[config.mk]
export PLATFORM = sky130hd
export DESIGN_NAME = usb_uart_out_ep
export DESIGN_NICKNAME = d
export VERILOG_FILES = /design/src/rtl/usb_uart_out_ep.sv
export SDC_FILE = /design/constraint.sdc
export NUM_CORES = 1
export LEC_CHECK = 0
export CAP_MARGIN = 20
export CORE_ASPECT_RATIO = 1.4
export CORE_MARGIN = 2
export CORE_UTILIZATION = 30
export CTS_BUF_LIST = sky130_fd_sc_hd__clkbuf_4 sky130_fd_sc_hd__clkbuf_8 sky130_fd_sc_hd__clkbuf_16
export CTS_CLUSTER_SIZE = 40
export DETAILED_ROUTE_END_ITERATION = 8
export GPL_ROUTABILITY_DRIVEN = 0
export SKIP_LAST_GASP = 1
export SYNTH_ARGS = -nofsm -noshare
export SYNTH_HDL_FRONTEND = slang
export SYNTH_SLANG_ARGS = --single-unit
[constraint.sdc]
create_clock -name clk -period 2.5 [get_ports clk]
set_clock_uncertainty 0.05 [all_clocks]
set_input_delay 0.5 -clock clk [delete_from_list [all_inputs] [get_ports clk]]
set_output_delay 0.5 -clock clk [all_outputs]
set_load 0.01 [all_outputs]
[src/rtl/usb_uart_out_ep.sv]
// USB OUT endpoint to UART byte-stream bridge.
// Reads host bytes from the OUT endpoint data interface into a small holding
// FIFO and presents them to the UART pipeline with a valid/ready handshake.
// Reads are throttled so that FIFO entries plus the byte still in flight
// from the endpoint never exceed FIFO_DEPTH.
module usb_uart_out_ep #(
  parameter int unsigned FIFO_DEPTH = 4
) (
  input  logic       clk,
  input  logic       reset,
  output logic       out_ep_req,
  input  logic       out_ep_grant,
  input  logic       out_ep_data_avail,
  input  logic       out_ep_setup,
  output logic       out_ep_data_get,
  input  logic [7:0] out_ep_data,
  output logic       out_ep_stall,
  input  logic       out_ep_acked,
  output logic [7:0] uart_out_data,
  output logic       uart_out_valid,
  input  logic       uart_out_ready
);

  localparam int unsigned PW = $clog2(FIFO_DEPTH);
  localparam int unsigned CW = PW + 1;
  localparam logic [CW:0] DEPTH_L = (CW + 1)'(FIFO_DEPTH);

  typedef enum logic [1:0] {
    S_IDLE       = 2'd0,
    S_WAIT_GRANT = 2'd1,
    S_TRANSFER   = 2'd2,
    S_DRAIN      = 2'd3
  } state_t;

  state_t        r_state;
  state_t        w_state_nxt;
  logic          r_inflight;
  logic [PW-1:0] r_wr_ptr;
  logic [PW-1:0] r_rd_ptr;
  logic [CW-1:0] r_count;
  logic [7:0]    r_mem [FIFO_DEPTH];

  logic [CW:0]   w_level;
  logic          w_room_idle;
  logic          w_room;
  logic          w_req;
  logic          w_get;
  logic          w_push;
  logic          w_pop;
  logic          w_unused;

  // SETUP flag and ACK status carry no meaning for this bridge.
  assign w_unused = out_ep_setup ^ out_ep_acked;

  // Occupancy including the byte already requested but not yet landed.
  assign w_level     = {1'b0, r_count} + {{CW{1'b0}}, r_inflight};
  assign w_room_idle = {1'b0, r_count} < DEPTH_L;
  assign w_room      = w_level < DEPTH_L;

  assign w_push = r_inflight;
  assign w_pop  = (r_count != '0) && uart_out_ready;

  // State register.
  always_ff @(posedge clk or negedge reset) begin
    if (!reset) begin
      r_state <= S_IDLE;
    end else begin
      r_state <= w_state_nxt;
    end
  end

  // Next-state logic.
  always_comb begin
    w_state_nxt = r_state;
    case (r_state)
      S_IDLE: begin
        if (out_ep_data_avail && w_room_idle) w_state_nxt = S_WAIT_GRANT;
      end
      S_WAIT_GRANT: begin
        if (out_ep_grant)            w_state_nxt = S_TRANSFER;
        else if (!out_ep_data_avail) w_state_nxt = S_IDLE;
      end
      S_TRANSFER: begin
        if (!out_ep_data_avail || !w_room) w_state_nxt = S_DRAIN;
      end
      S_DRAIN: begin
        if (!r_inflight) w_state_nxt = S_IDLE;
      end
      default: w_state_nxt = S_IDLE;
    endcase
  end

  // Endpoint request and read strobe.
  always_comb begin
    w_req = 1'b0;
    w_get = 1'b0;
    case (r_state)
      S_IDLE:       w_req = out_ep_data_avail && w_room_idle;
      S_WAIT_GRANT: w_req = 1'b1;
      S_TRANSFER: begin
        w_req = 1'b1;
        w_get = out_ep_grant && out_ep_data_avail && w_room;
      end
      S_DRAIN:      w_req = r_inflight;
      default: begin
        w_req = 1'b0;
        w_get = 1'b0;
      end
    endcase
  end

  // Idle may request combinationally from data_avail, so mask with reset.
  assign out_ep_req      = w_req & reset;
  assign out_ep_data_get = w_get & reset;
  assign out_ep_stall    = 1'b0;

  // In-flight flag, FIFO pointers and occupancy count.
  always_ff @(posedge clk or negedge reset) begin
    if (!reset) begin
      r_inflight <= 1'b0;
      r_wr_ptr   <= '0;
      r_rd_ptr   <= '0;
      r_count    <= '0;
    end else begin
      r_inflight <= w_get;
      if (w_push) r_wr_ptr <= r_wr_ptr + PW'(1);
      if (w_pop)  r_rd_ptr <= r_rd_ptr + PW'(1);
      if (w_push && !w_pop)      r_count <= r_count + CW'(1);
      else if (!w_push && w_pop) r_count <= r_count - CW'(1);
    end
  end

  // FIFO storage; endpoint data is captured the cycle after the read strobe.
  always_ff @(posedge clk) begin
    if (w_push) r_mem[r_wr_ptr] <= out_ep_data;
  end

  assign uart_out_data  = r_mem[r_rd_ptr];
  assign uart_out_valid = (r_count != '0);

endmodule

==> run summary <==
Run status: finished, final reports clean
Worst-path clk slew: 0.07 ns
CTS root buf: clkbuf_8
Area of the core: 5860 um2
Fin. Hold Viols: 0
Setup TNS: 0 ns
Max Cap Viol: 0
Layout cell share with drive strength beyond 1: 21.5%
Peak Freq: 419 MHz
Clock power share: 23.8%
Synth top area share: 52.7%
Iter 0 DRT Violations: 54
Final-stage net count: 160
Pre-antenna DRT Iters: 4
# hold bufs at CTS: 0
Crit path buf inv count: 2
Post-CTS Resized: 3
Mux share of post-synthesis cell area: 11.1%
Cell Area, Synth: 1820 um2
Vias/cell: 4.61
Cells after Synth: 103
WL final: 3010 um
Flops & latches, synth: 42
Grt ovf: 0
Io pins: 27
Final setup viols: 0
CP peak stage delay: 0.50 ns
Crit path DAT: 1.84 ns
Num CTS Buffers: 5
RSZ-0062 raised after global routing: no
Postcts setup bufs: 0
Multi-input logic area: 553 um2
Wire length per cell: 14.7 um
Sum of net half-perimeters after detailed placement: 2200 um
Distinct cell type count after synthesis: 29
Largest net degree at the start of global routing: 13
Post-Syn Area per Cell: 17.7 um2
Vias in the first global route: 1031
Via Count: 946
Cell Pwr Density: 977 nW/um2
Worst path top cell family by delay: buffers and inverters
Leak: 0.843 nW
Fin crit share: 95.5%
Internal power: 0.00161 W
CP Cell Sequence: buf_12, mux4_2, clkdlybuf4s50_1
Port buffer count: 23
Die height: 96.2 um
Fin util: 38.8%
Largest cells by area after synthesis: edfxtp_1 (53%), dfrtp_1 (14%), mux4_2 (9.9%), ha_1 (6.9%), inv_1 (1.6%)
Total Die Area: 6720 um2
Post-Synth XOR/XNOR Area: 2.88%
Fraction of power spent switching nets: 27.7%
Sw power: 0.000615 W
Antenna viol nets, final: 0
Crit-path slowest cell: mux4_2
Simple-gate share of the synthesized area: 4.12%
Register area: 1210 um2
TritonCTS clock tree: done
Worst reg-to-reg path cell count: 8
Clock sink count: 42
Synthesis-to-finish area growth: 24.9%
Sequential area share after synthesis: 66.5%
Site row count: 33
CP Class: flop to output port
CP Capture Type: output port
Synthesis warning total: 0
GRT Util Overall: 9.81%
HP Class: flop to flop
Levels on crit path: 3
Yosys top cell by area: edfxtp_1
Filler cells: 554
CTS max path bufs: 2
Min Hold Slack: 0.451 ns
CP startpoint kind: flop
Combinational family with the most area after synthesis: multiplexers
Critical Path RT: 1.95 ns
Tmin final: 2.39 ns
Mapped Nets: 129
Ant diodes: 0
First-pass GRT wire length: 4950 um
Worst-skew pair later-pin latency: 0.28 ns
Initial antenna violation count: 0
Die width: 69.9 um
Worst Hold Depth: 1
Adder-Cell Fraction of Synth Area: 7.97%
Max VDD drop: 0.587 mV
Power share of the sequential group: 42.6%
CTS H-tree depth: 2
CP max FO: 8
Hold path start: r_count[2]$_DFFE_PN0P_
Slew Limit Fails: 0
RR Startpoint: r_count[0]$_DFFE_PN0P_
Initial Utilization: 31.1%
Compound-Gate Fraction of Synth Area: 4.12%
Remaining DRCs: 0
Combinational fraction of design power: 33.6%
Worst Setup SP: r_rd_ptr[0]$_DFFE_PN0P_
==> Yosys cell counts <==
library cell and count:
edfxtp_1 32, dfrtp_1 10, ha_1 10, inv_1 8, mux4_2 8, and2_1 4
a211oi_1 3, nand2_1 3, xnor2_1 3, xor2_1 3, a2111o_1 1, a311oi_2 1
a32o_1 1, and2_2 1, and3_2 1, buf_1 1, buf_2 1, buf_4 1
buf_6 1, conb_1 1, fa_1 1, mux2_2 1, mux2i_1 1, nand2b_2 1
nand3_1 1, nor2_1 1, o21ai_0 1, o32a_2 1, or3_1 1
==> flip-flops by register name, summed over array words and instances (netlist names), named ones only <==
name        count
r_mem          32
r_wr_ptr        2
r_inflight      1
r_count         3
r_state         1
r_rd_ptr        2
==> path summary, 6_finish.rpt <==
kind	endpoint	slack (ns)
setup reg to reg	r_count[2]$_DFFE_PN0P_	0.33
hold / removal	r_count[2]$_DFFE_PN0P_	0.45
min in group asynchronous	r_count[2]$_DFFE_PN0P_	0.54
hold reg to reg	r_count[2]$_DFFE_PN0P_	0.45
max in group asynchronous	r_rd_ptr[0]$_DFFE_PN0P_	1.75
setup / recovery	uart_out_data[5]	0.11
==> through the flow <==
step | area [um2] | power (W) | setup WS (ns) | cells
after detailed placement | 2160 | 0.00173 | -0.137 | 197
after global placement | 2160 | 0.00168 | -0.110 | 197
after CTS | 2270 | 0.00227 | 0.0364 | 205
final | 2270 | 0.00222 | 0.111 | 205
after floorplan | 1820 | 0.00139 | 0.407 | 103
after global routing | 2270 | 0.00237 | 0.0288 | 205
==> placed cells by master (no fill, tap or decap), types with 2 or more instances in the layout <==
master            n
ha_1             10
buf_4             4
a211oi_1          3
xnor2_1           3
dfrtp_1           9
nand2_1           3
clkbuf_8          5
edfxtp_1         32
xor2_1            3
clkdlybuf4s50_1  21
and2_1            4
clkbuf_4          2
mux4_2            8
inv_1             7
dlygate4sd2_1     2
==> power by group through the flow <==
stage / Clock (W) / Combinational (W) / Sequential (W)
6_report: 0.000528 / 0.000746 / 0.000947
5_1_grt: 0.000582 / 0.000820 / 0.000964
4_1_cts: 0.000550 / 0.000766 / 0.000950
3_5_place_dp: 0 / 0.000767 / 0.000965
3_3_place_gp: 0 / 0.000726 / 0.000958
2_1_floorplan: 0 / 0.000488 / 0.000899
==> cells by family after synthesis <==
| kind of cell | after synthesis |
|---|---|
| flops | 42 |
| fa+ha+maj | 11 |
| mux | 10 |
| simple gates | 13 |
| compound gates | 8 |
| other cells | 1 |
| buf+inv | 12 |
| xor+xnor | 6 |
==> worst register-to-register path: stages, from the launching register on <==
cell and delay [ns]:
dfrtp_1 0.45, or3_1 0.43, nand2_1 0.12, ha_1 0.20
inv_1 0.07, fa_1 0.37, xor2_1 0.15, nor2_1 0.11
xor2_1 0.15
==> final cells by class <==
class,count,area share [%]
multi-input cells,49,24.3
clock buffers,7,3.69
flip-flops and latches,42,53.3
clock inverters,1,1.32
well taps,70,3.85
inverters,8,1.32
repair buffers,28,12.2
==> per-layer routing <==
metal / vias to the layer above / GRT usage, % / routed length [um]
met4: 0 / 3.37 / 40
met2: 30 / 17.8 / 1630
met3: 6 / 3.56 / 160
met5: - / 0 / 0
met1: 467 / 10.6 / 1180
li1: 443 / - / -
Power figures use the tool's default switching activity.
==> variant: new RTL, config.mk and constraints unchanged <==
Make the reset (`reset`) synchronous in 2 clocked blocks.
--- a/src/rtl/usb_uart_out_ep.sv
+++ b/src/rtl/usb_uart_out_ep.sv
@@ -61,7 +61,7 @@
   assign w_pop  = (r_count != '0) && uart_out_ready;
 
   // State register.
-  always_ff @(posedge clk or negedge reset) begin
+  always_ff @(posedge clk) begin
     if (!reset) begin
       r_state <= S_IDLE;
     end else begin
@@ -115,7 +115,7 @@
   assign out_ep_stall    = 1'b0;
 
   // In-flight flag, FIFO pointers and occupancy count.
-  always_ff @(posedge clk or negedge reset) begin
+  always_ff @(posedge clk) begin
     if (!reset) begin
       r_inflight <= 1'b0;
       r_wr_ptr   <= '0;
Behaviour: differs if reset is asserted again (counterexample within 10 cycles, from zero or initial values and one cycle with reset low); with reset held inactive, the same outputs for 10 cycles.
==> variant against the original RTL <==
Cell area is 1.4% higher. Wire length rose by 5.2%. Maximum frequency shrank 1.6%. Setup slack got worse by 39 ps. Area after synthesis rose by 2.7%. Register-to-register slack worse by 140 ps. Sequential cell count is 2 higher. Sequential power shrank 7.8%. Clock power hardly changed. Critical endpoint is now out_ep_req. Count of clock-buffer cells in the layout shrank 2. Total power is 14% lower. Sequential share of layout area down 1.1 points. Global-route usage shrank 0.21 points.
==> variant: results (changes against the original RTL) <==
global-route met3 utilization - 2.80% (-0.76 points)
Final Routed Wirelength - 3.16 mm (+5.2%)
fraction of layout instances using a drive strength above 1 - 17.1% (-4.4 points)
Synth Area in Adders - 7.76% (-0.21 points)
cell types occupying the most area after synthesis - sky130_fd_sc_hd__edfxtp_1 (51%), sky130_fd_sc_hd__dfxtp_1 (13%), sky130_fd_sc_hd__mux4_2 (9.6%), sky130_fd_sc_hd__ha_1 (6.7%), sky130_fd_sc_hd__and2_1 (3.7%)
Post-CTS Repair Setup Buffers - 0 (unchanged)
largest net degree at the start of global routing - 15 (+2)
worst slack, placed - -4.49 ps (+132 ps)
post-synthesis compound-gate area fraction - 2.54% (-1.6 points)
# placed instances - 210 (+6.6%)
IR drop worst, VDD - 0.464 mV (-21%)
Worst Hold Class - register to register
via count of the first global-routing pass - 1124 (+9.0%)
global-route wire length before repair - 5.05 mm (+1.9%)
leakage power - 0.814 nW (-3.5%)
Seq/Total Area, Yosys - 64.2% (-2.3 points)
clock buffer count from CTS - 5 (unchanged)
Initial DRT Pass Iterations - 4 (unchanged)
synthesized netlist net count - 143 (+11%)
outcome - completed
detailed-route wire length per cell - 14.5 um (-1.1%)
antenna violations before repair - 0 (unchanged)
fraction of registers with async set/reset - 0% (-24 points)
top post-synthesis cells by count - sky130_fd_sc_hd__edfxtp_1 (32), sky130_fd_sc_hd__dfxtp_1 (12), sky130_fd_sc_hd__and2_1 (11)
average size of a mapped cell - 16.0 sq um (-9.6%)
Global Route met2 Usage - 18.3% (+0.55 points)
data arrival time of the worst path - 1880 ps (+40 ps)
Worst path slowest cell - sky130_fd_sc_hd__clkdlybuf4s50_1
area share of xor/xnor cells in the synthesized design - 2.34% (-0.54 points)
met1 global-route usage - 9.15% (-1.5 points)
buffers added on ports - 23 (unchanged)
vias after detailed routing - 982 (+3.8%)
maximum buffer depth of the clock tree - 2 (unchanged)
Total Routing Usage GR - 9.60% (-0.21 points)
EDFF count, synth - 32 (unchanged)
Layout fillers - 584 (+5.4%)
Layout Nets - 171 (+6.9%)
highest net fanout along the worst path - 5 (-3)
critical path's largest stage delay - 480 ps (-20 ps)
multiplexer area fraction after synthesis - 11.2% (+0.18 points)
count of routing violations after the opening detailed-route iteration - 53 (-1.9%)
post-detailed-placement half-perimeter wirelength - 2.27 mm (+3.6%)
==> variant: metrics by stage <==
| step | instance area, sq um | hold WS [ps] | power [W] | utilization, % |
|---|---|---|---|---|
| 6_report | 2310 | 448 | 0.00190 | 37.7 |
| 5_1_grt | 2310 | 473 | 0.00201 | 37.7 |
| 4_1_cts | 2300 | 473 | 0.00193 | 37.5 |
| 3_5_place_dp | 2190 | 463 | 0.00139 | 35.7 |
| 3_3_place_gp | 2190 | 433 | 0.00136 | 35.7 |
| 2_1_floorplan | 1870 | 418 | 0.00120 | - |
==> variant: routing by layer <==
metal	part of all wire [%]	vias up
met2	56	26
met3	4.7	7
met4	1.8	0
li1	-	478
met1	38	471
met5	0	-
==> variant: worst paths after layout <==
kind / depth (start not counted) / slack, ps / start / to
worst min-delay path: 2 / 450 / register / register
worst max-delay path: 4 / 70 / r_state[0] / out_ep_req
worst max register to register: 8 / 190 / r_count[0] / r_count[2]
worst min register to register: 2 / 450 / register / register
==> variant: final cells by class <==
| type | count | area [sq um] | share of cell area (%) |
|---|---|---|---|
| sequential | 44 | 1200 | 52.2 |
| multi-input combinational | 63 | 628 | 27.2 |
| timing repair buffer | 26 | 255 | 11.1 |
| tap | 72 | 90.1 | 3.90 |
| clock buffer | 5 | 68.8 | 2.98 |
| clock inverter | 3 | 42.5 | 1.84 |
| inverter | 5 | 18.8 | 0.813 |
==> variant: where the power goes <==
group,internal (W),leakage (nW),switching (W)
registers,0.000827,0.386,0.0000462
logic,0.000292,0.374,0.000209
clock network,0.000295,0.0541,0.000234
==> variant: timing repair <==
| action | 4_1_cts | 5_1_grt |
|---|---|---|
| gates cloned | 0 | 0 |
| endpoints found under the setup margin | 1 | 3 |
| resized for setup | 1 | 4 |
| hold buffers | 0 | 0 |
